==> config.mk <==
export PLATFORM = sky130hd
export DESIGN_NAME = dram_cmd_scheduler
export DESIGN_NICKNAME = d
export VERILOG_FILES = /design/src/rtl/dram_cmd_scheduler.sv
export SDC_FILE = /design/constraint.sdc
export NUM_CORES = 1
export LEC_CHECK = 0
export CORE_MARGIN = 5
export CORE_UTILIZATION = 35
export DETAILED_ROUTE_END_ITERATION = 7
export GPL_TIMING_DRIVEN = 0
export PLACE_DENSITY = 0.6
export SYNTH_ARGS = -nofsm -noshare
export SYNTH_HDL_FRONTEND = slang
export SYNTH_SLANG_ARGS = --single-unit
==> constraint.sdc <==
create_clock -name clk -period 2 [get_ports clk]
set_input_delay 0.4 -clock clk [delete_from_list [all_inputs] [get_ports clk]]
set_output_delay 0.4 -clock clk [all_outputs]
set_load 0.1 [all_outputs]
==> src/rtl/dram_cmd_scheduler.sv <==
// DDR5 command sequencer: one access at a time, ACT0/ACT1 -> CAS0/CAS1 -> PRE with timing down-counters.
// Define OPEN_PAGE_EN to leave the row open after an access and skip PRE/ACT on a row hit.
module dram_cmd_scheduler #(
    parameter int unsigned T_RCD   = 39,
    parameter int unsigned T_CL    = 40,
    parameter int unsigned T_CWL   = 38,
    parameter int unsigned T_BURST = 8,
    parameter int unsigned T_WR    = 30,
    parameter int unsigned T_RP    = 39
) (
    input  logic        clk,
    input  logic        rst_n,
    input  logic        req_valid,
    output logic        req_ready,
    input  logic [1:0]  req_op,
    input  logic [35:0] req_addr,
    output logic        cmd_valid,
    output logic [2:0]  cmd_type,
    output logic        cmd_channel,
    output logic [2:0]  cmd_bg,
    output logic [1:0]  cmd_bank,
    output logic [15:0] cmd_row,
    output logic [9:0]  cmd_col,
    output logic        done,
    output logic        err
);
    localparam int unsigned CNT_W = 8;
    localparam int unsigned FLD_W = 32;   // {channel, bg, bank, row, col}
    localparam int unsigned TAG_W = 22;   // {channel, bg, bank, row}

    typedef enum logic [3:0] {
        S_IDLE, S_ACT0, S_ACT1, S_WAIT_RCD, S_CAS0, S_CAS1,
        S_WAIT_DATA, S_PRE, S_WAIT_RP, S_IDLE_OPEN
    } state_t;

    localparam logic [2:0] CMD_ACT0 = 3'd0;
    localparam logic [2:0] CMD_ACT1 = 3'd1;
    localparam logic [2:0] CMD_RD0  = 3'd2;
    localparam logic [2:0] CMD_RD1  = 3'd3;
    localparam logic [2:0] CMD_WR0  = 3'd4;
    localparam logic [2:0] CMD_WR1  = 3'd5;
    localparam logic [2:0] CMD_PRE  = 3'd6;

    state_t           state_q, state_d;
    logic [CNT_W-1:0] cnt_q, cnt_d;
    logic [1:0]       phase_q, phase_d;
    logic [FLD_W-1:0] fld_q, fld_d;
    logic             wr_q, wr_d;
    logic             accept, illegal, legal;
    logic [FLD_W-1:0] req_fld;
    logic             cmd_valid_d;
    logic [2:0]       cmd_type_d;
    logic [FLD_W-1:0] cmd_fld_d;
    logic             done_d, ready_d;
    logic             unused_addr_bits;
`ifdef OPEN_PAGE_EN
    logic             open_vld_q, open_vld_d;
    logic [TAG_W-1:0] open_tag_q, open_tag_d;
    logic             miss_q, miss_d;
    logic             hit;
`endif

    // Post-CAS wait is split into phases so each fits in the 8-bit counter.
    function automatic logic [CNT_W-1:0] phase_len(input logic [1:0] ph, input logic wr);
        case (ph)
            2'd0:    phase_len = wr ? CNT_W'(T_CWL) : CNT_W'(T_CL);
            2'd1:    phase_len = CNT_W'(T_BURST);
            default: phase_len = CNT_W'(T_WR);
        endcase
    endfunction

    assign unused_addr_bits = ^{req_addr[35:34], req_addr[1:0]};
    assign req_fld = {req_addr[6], req_addr[9:7], req_addr[11:10], req_addr[33:18],
                      req_addr[17:12], req_addr[5:2]};
    assign accept  = req_valid && req_ready;
    assign illegal = accept && (req_op == 2'd3);
    assign legal   = accept && (req_op != 2'd3);
`ifdef OPEN_PAGE_EN
    assign hit = open_vld_q && (req_fld[FLD_W-1 -: TAG_W] == open_tag_q);
`endif

    // Next-state, counters and registered-output precompute.
    always_comb begin
        state_d = state_q;
        cnt_d   = (cnt_q == '0) ? cnt_q : cnt_q - CNT_W'(1);
        phase_d = phase_q;
        fld_d   = fld_q;
        wr_d    = wr_q;
        done_d  = 1'b0;
`ifdef OPEN_PAGE_EN
        open_vld_d = open_vld_q;
        open_tag_d = open_tag_q;
        miss_d     = miss_q;
`endif
        if (legal) begin
            fld_d = req_fld;
            wr_d  = (req_op == 2'd1);
        end
        unique case (state_q)
            S_IDLE: if (legal) state_d = S_ACT0;
            S_ACT0: begin
                state_d = S_ACT1;
                cnt_d   = CNT_W'(T_RCD);
            end
            S_ACT1, S_WAIT_RCD: state_d = (cnt_q <= CNT_W'(1)) ? S_CAS0 : S_WAIT_RCD;
            S_CAS0: begin
                state_d = S_CAS1;
                cnt_d   = phase_len(2'd0, wr_q);
                phase_d = 2'd0;
            end
            S_CAS1, S_WAIT_DATA: begin
                state_d = S_WAIT_DATA;
                if (cnt_q <= CNT_W'(1)) begin
                    if (phase_q == (wr_q ? 2'd2 : 2'd1)) begin
`ifdef OPEN_PAGE_EN
                        state_d    = S_IDLE_OPEN;
                        done_d     = 1'b1;
                        open_vld_d = 1'b1;
                        open_tag_d = fld_q[FLD_W-1 -: TAG_W];
`else
                        state_d = S_PRE;
                        cnt_d   = CNT_W'(T_RP);
`endif
                    end else begin
                        phase_d = phase_q + 2'd1;
                        cnt_d   = phase_len(phase_q + 2'd1, wr_q);
                    end
                end
            end
            S_PRE, S_WAIT_RP: begin
                state_d = S_WAIT_RP;
                if (cnt_q <= CNT_W'(1)) begin
                    state_d = S_IDLE;
                    done_d  = 1'b1;
`ifdef OPEN_PAGE_EN
                    if (miss_q) begin
                        state_d = S_ACT0;
                        done_d  = 1'b0;
                        miss_d  = 1'b0;
                    end
`endif
                end
            end
`ifdef OPEN_PAGE_EN
            S_IDLE_OPEN: begin
                if (legal && hit) begin
                    state_d = S_CAS0;
                end else if (legal) begin
                    state_d    = S_PRE;
                    cnt_d      = CNT_W'(T_RP);
                    miss_d     = 1'b1;
                    open_vld_d = 1'b0;
                end
            end
`endif
            default: state_d = S_IDLE;
        endcase

        cmd_valid_d = 1'b1;
        cmd_type_d  = 3'd0;
        cmd_fld_d   = '0;
        unique case (state_d)
            S_ACT0:  cmd_type_d = CMD_ACT0;
            S_ACT1:  cmd_type_d = CMD_ACT1;
            S_CAS0:  cmd_type_d = wr_d ? CMD_WR0 : CMD_RD0;
            S_CAS1:  cmd_type_d = wr_d ? CMD_WR1 : CMD_RD1;
            S_PRE:   cmd_type_d = CMD_PRE;
            default: cmd_valid_d = 1'b0;
        endcase
        if (cmd_valid_d) cmd_fld_d = fld_d;
`ifdef OPEN_PAGE_EN
        // A miss precharges the bank that is open, not the one just requested.
        if (state_d == S_PRE && miss_d) cmd_fld_d = {open_tag_q, 10'd0};
        ready_d = (state_d == S_IDLE || state_d == S_IDLE_OPEN) && !illegal;
`else
        ready_d = (state_d == S_IDLE) && !illegal;
`endif
    end

    always_ff @(posedge clk) begin
        if (!rst_n) begin
            state_q   <= S_IDLE;
            cnt_q     <= '0;
            phase_q   <= 2'd0;
            fld_q     <= '0;
            wr_q      <= 1'b0;
            req_ready <= 1'b0;
            cmd_valid <= 1'b0;
            cmd_type  <= 3'd0;
            {cmd_channel, cmd_bg, cmd_bank, cmd_row, cmd_col} <= '0;
            done      <= 1'b0;
            err       <= 1'b0;
`ifdef OPEN_PAGE_EN
            open_vld_q <= 1'b0;
            open_tag_q <= '0;
            miss_q     <= 1'b0;
`endif
        end else begin
            state_q   <= state_d;
            cnt_q     <= cnt_d;
            phase_q   <= phase_d;
            fld_q     <= fld_d;
            wr_q      <= wr_d;
            req_ready <= ready_d;
            cmd_valid <= cmd_valid_d;
            cmd_type  <= cmd_type_d;
            {cmd_channel, cmd_bg, cmd_bank, cmd_row, cmd_col} <= cmd_fld_d;
            done      <= done_d;
            err       <= illegal;
`ifdef OPEN_PAGE_EN
            open_vld_q <= open_vld_d;
            open_tag_q <= open_tag_d;
            miss_q     <= miss_d;
`endif
        end
    end
endmodule

==> results.cfg <==
[status]
status = completed

[place]
dpl_worst_slack_ns = -0.342
place_area_um2 = 4160
globalplace.congestion = 0.781
port_buffers = 75
dp_hpwl_um = 5570

[clocking]
tritoncts = built
cts_root_buffer = clkbuf_8
cts.sinks = 86
cts_made_buffers = 9
worst_skew_pair.late_latency_ns = 0.34
clkSlewWorstSetupHoldPaths_ns = 0.08
clk_path_buf_depth = 2
htreeDepth = 3

[floorplan]
die_area_um2 = 11400
io_pins = 80
die_w_um = 107
initial_core_util_pct = 35.7
rows = 35
fp.dieH_um = 107
core_area_um2 = 9150

[pwr]
ir_worst_vdd_v = 0.000585
p_per_area_nw_per_um2 = 1320
leakage_nw = 2.01
total_power_mw = 5.79

[global_route]
grt_pass1_vias = 2560
grt_max_degree = 15
gr-total-overflow = 0
grt_usage_pct = 13.8
antenna_found_initial = 0
grt_pass1_wl_um = 12600

[sta]
setup_ws_ns = 0.0605
slew_headroom_pct = 32.9
finalSetupTns_ns = 0
fin_crit_ns = 1.94
hold_violations = 0
rsz0062_at_grt = yes
slew_violations = 0
worst_pin_slew_ns = 1.01
setup_viol_count_final = 0
holdWs_ns = 0.494
period_share_pct = 97.0
finalClockSkew_ns = 0.00555
clock.fmax_mhz = 516

[synthesis]
syn_area_per_cell_um2 = 10.1
synth.distinct_cells = 52
seq_area_frac_synth_pct = 52.7
ys_seq_elements = 86
synth_edf_count = 0
synth_most_common_cell = dfxtp_1
synthFlopType = dfxtp_1
synth_area_um2 = 3270
synth.top_cell.area_share_pct = 52.7
synth.net_count = 370
synth_area_leader_cell = dfxtp_1
synth_cells = 325
synth.area.top_cells = dfxtp_1 53%, mux2i_1 9.8%, nor2_1 6.1%, nor3_1 3.8%, nor3_2 3.4%
yosys_warnings = 0
synth-async-reset-ratio_pct = 0
netlist_top_cells_count = 86 x dfxtp_1, 53 x nor2_1, 32 x mux2i_1, 25 x nor3_1, 15 x nand2_1

[layout]
syn2layout_area_growth_pct = 34.9
drive_above_1_share_pct = 12.0
nets = 456
num_antenna_cells = 0
fin_area_um2 = 4410

[drt]
drt_iter0_drc = 66
routed_via_density = 5.00
final_antenna_net_count = 0
wl_um = 7680
wl_per_cell_um = 14.6
vias = 2632
dr.pass1.iters = 4
drc = 0

[worst_setup_path]
cp_cell_sequence = nor4_4 -> o211ai_4 -> buf_4 -> nor2_1 -> a31oi_1 -> o221a_2
path_buf_inv = 1
required_ns = 2.24
worst-setup-path-type = reg2reg
crit_fanout = 6
critPathSlowestCell = nor4_4
critPathLaunchType = register
end_kind = register
cp_top_family = simple AND/OR/NAND/NOR gates
crit_arrival_ns = 2.18
cpPeakStageDelay_ns = 0.42

[hold_path]
min_path_type = reg2reg

[flow_run]
cap_violations = 0
where the power goes:
part / leakage (nW) / switching (mW) / internal (mW) / total, mW
clock network: 0.123 / 0.593 / 0.861 / 1.45
logic: 1.19 / 1.49 / 0.790 / 2.28
registers: 0.698 / 0.135 / 1.92 / 2.06
final cells by class:
cell class                 instances  area, µm²
buffer                            18       96.3
clock buffer                      10        138
clock inverter                     5        108
fill                             912       4750
inverter                           9       33.8
multi-input combinational        211       1460
sequential                        86       1720
tap                              111        139
timing repair buffer              76        712
flip-flops by register name (all words and copies together), names as in the netlist, 2 cells and up:
signal,flops
cmd_col,10
cmd_row,16
phase_q,2
fld_q,32
state_q,4
cmd_type,3
cmd_bg,3
cmd_bank,2
cnt_q,8
timing repair:
action,4_1_cts,5_1_grt
buffers inserted,0,1
hold buffers,0,0
endpoints found under the hold margin,0,0
pin swaps,0,2
resized for setup,42,8
endpoints found under the setup margin,70,38
stage by stage:
stage | std cells | util (%)
global route | 526 | 48.1
floorplan | 325 | -
CTS | 526 | 47.7
detailed placement | 511 | 45.4
global placement | 511 | 45.4
finish | 526 | 48.1
layout by cell type, fill, tap and decap left out, types with 2 or more instances in the layout:
cell type / instances
o21ai_0: 7
and2_1: 2
ha_1: 4
a21oi_1: 6
clkdlybuf4s50_1: 36
o311a_1: 3
clkinv_4: 2
dlygate4sd2_1: 37
nor3_2: 12
nand2_1: 15
or3_1: 2
o31ai_1: 2
nor3_1: 24
a31oi_1: 3
buf_2: 5
nand3_1: 2
a21boi_0: 2
or4_4: 2
dfxtp_1: 85
bufinv_16: 3
inv_1: 8
clkdlybuf4s15_1: 2
clkbuf_1: 9
mux2i_1: 32
a21o_1: 2
o311ai_0: 2
nand2b_1: 4
xor2_1: 3
nand4_1: 2
clkbuf_8: 10
nor2_1: 53
buf_6: 3
cell families after synthesis:
group / after synthesis / synth area share, %
flops: 86 / 52.7
mux: 32 / 9.80
buf+inv: 28 / 4.10
xor+xnor: 4 / 1.07
simple gates: 128 / 20.7
compound gates: 43 / 10.1
fa+ha+maj: 4 / 1.53
tightest hold or removal path: cells and delay by family (launching register included):
family / cells / cell delay [ns]
AND/OR/NAND/NOR: 1 / 0.08
multiplexers: 1 / 0.07
flip-flops: 1 / 0.31
worst paths after layout:
kind	slack, ns	depth (start not counted)	to	start
min	0.49	2	fld_q[1]$_SDFF_PN0_	fld_q[1]$_SDFF_PN0_
max reg2reg	0.06	6	phase_q[0]$_SDFFE_PN0P_	cnt_q[5]$_SDFF_PN0_
max	0.06	6	phase_q[0]$_SDFFE_PN0P_	cnt_q[5]$_SDFF_PN0_
min reg2reg	0.49	2	fld_q[1]$_SDFF_PN0_	fld_q[1]$_SDFF_PN0_
metal layers:
metal  track usage [%]  wire length (µm)  vias to the layer above
met5                 0                 0                        -
met2              21.0              3490                       72
met1              17.7              3450                     1236
li1                  -                 -                     1312
met4              4.66               116                        0
met3              5.66               625                       12
(Power assumes the default switching activity.)
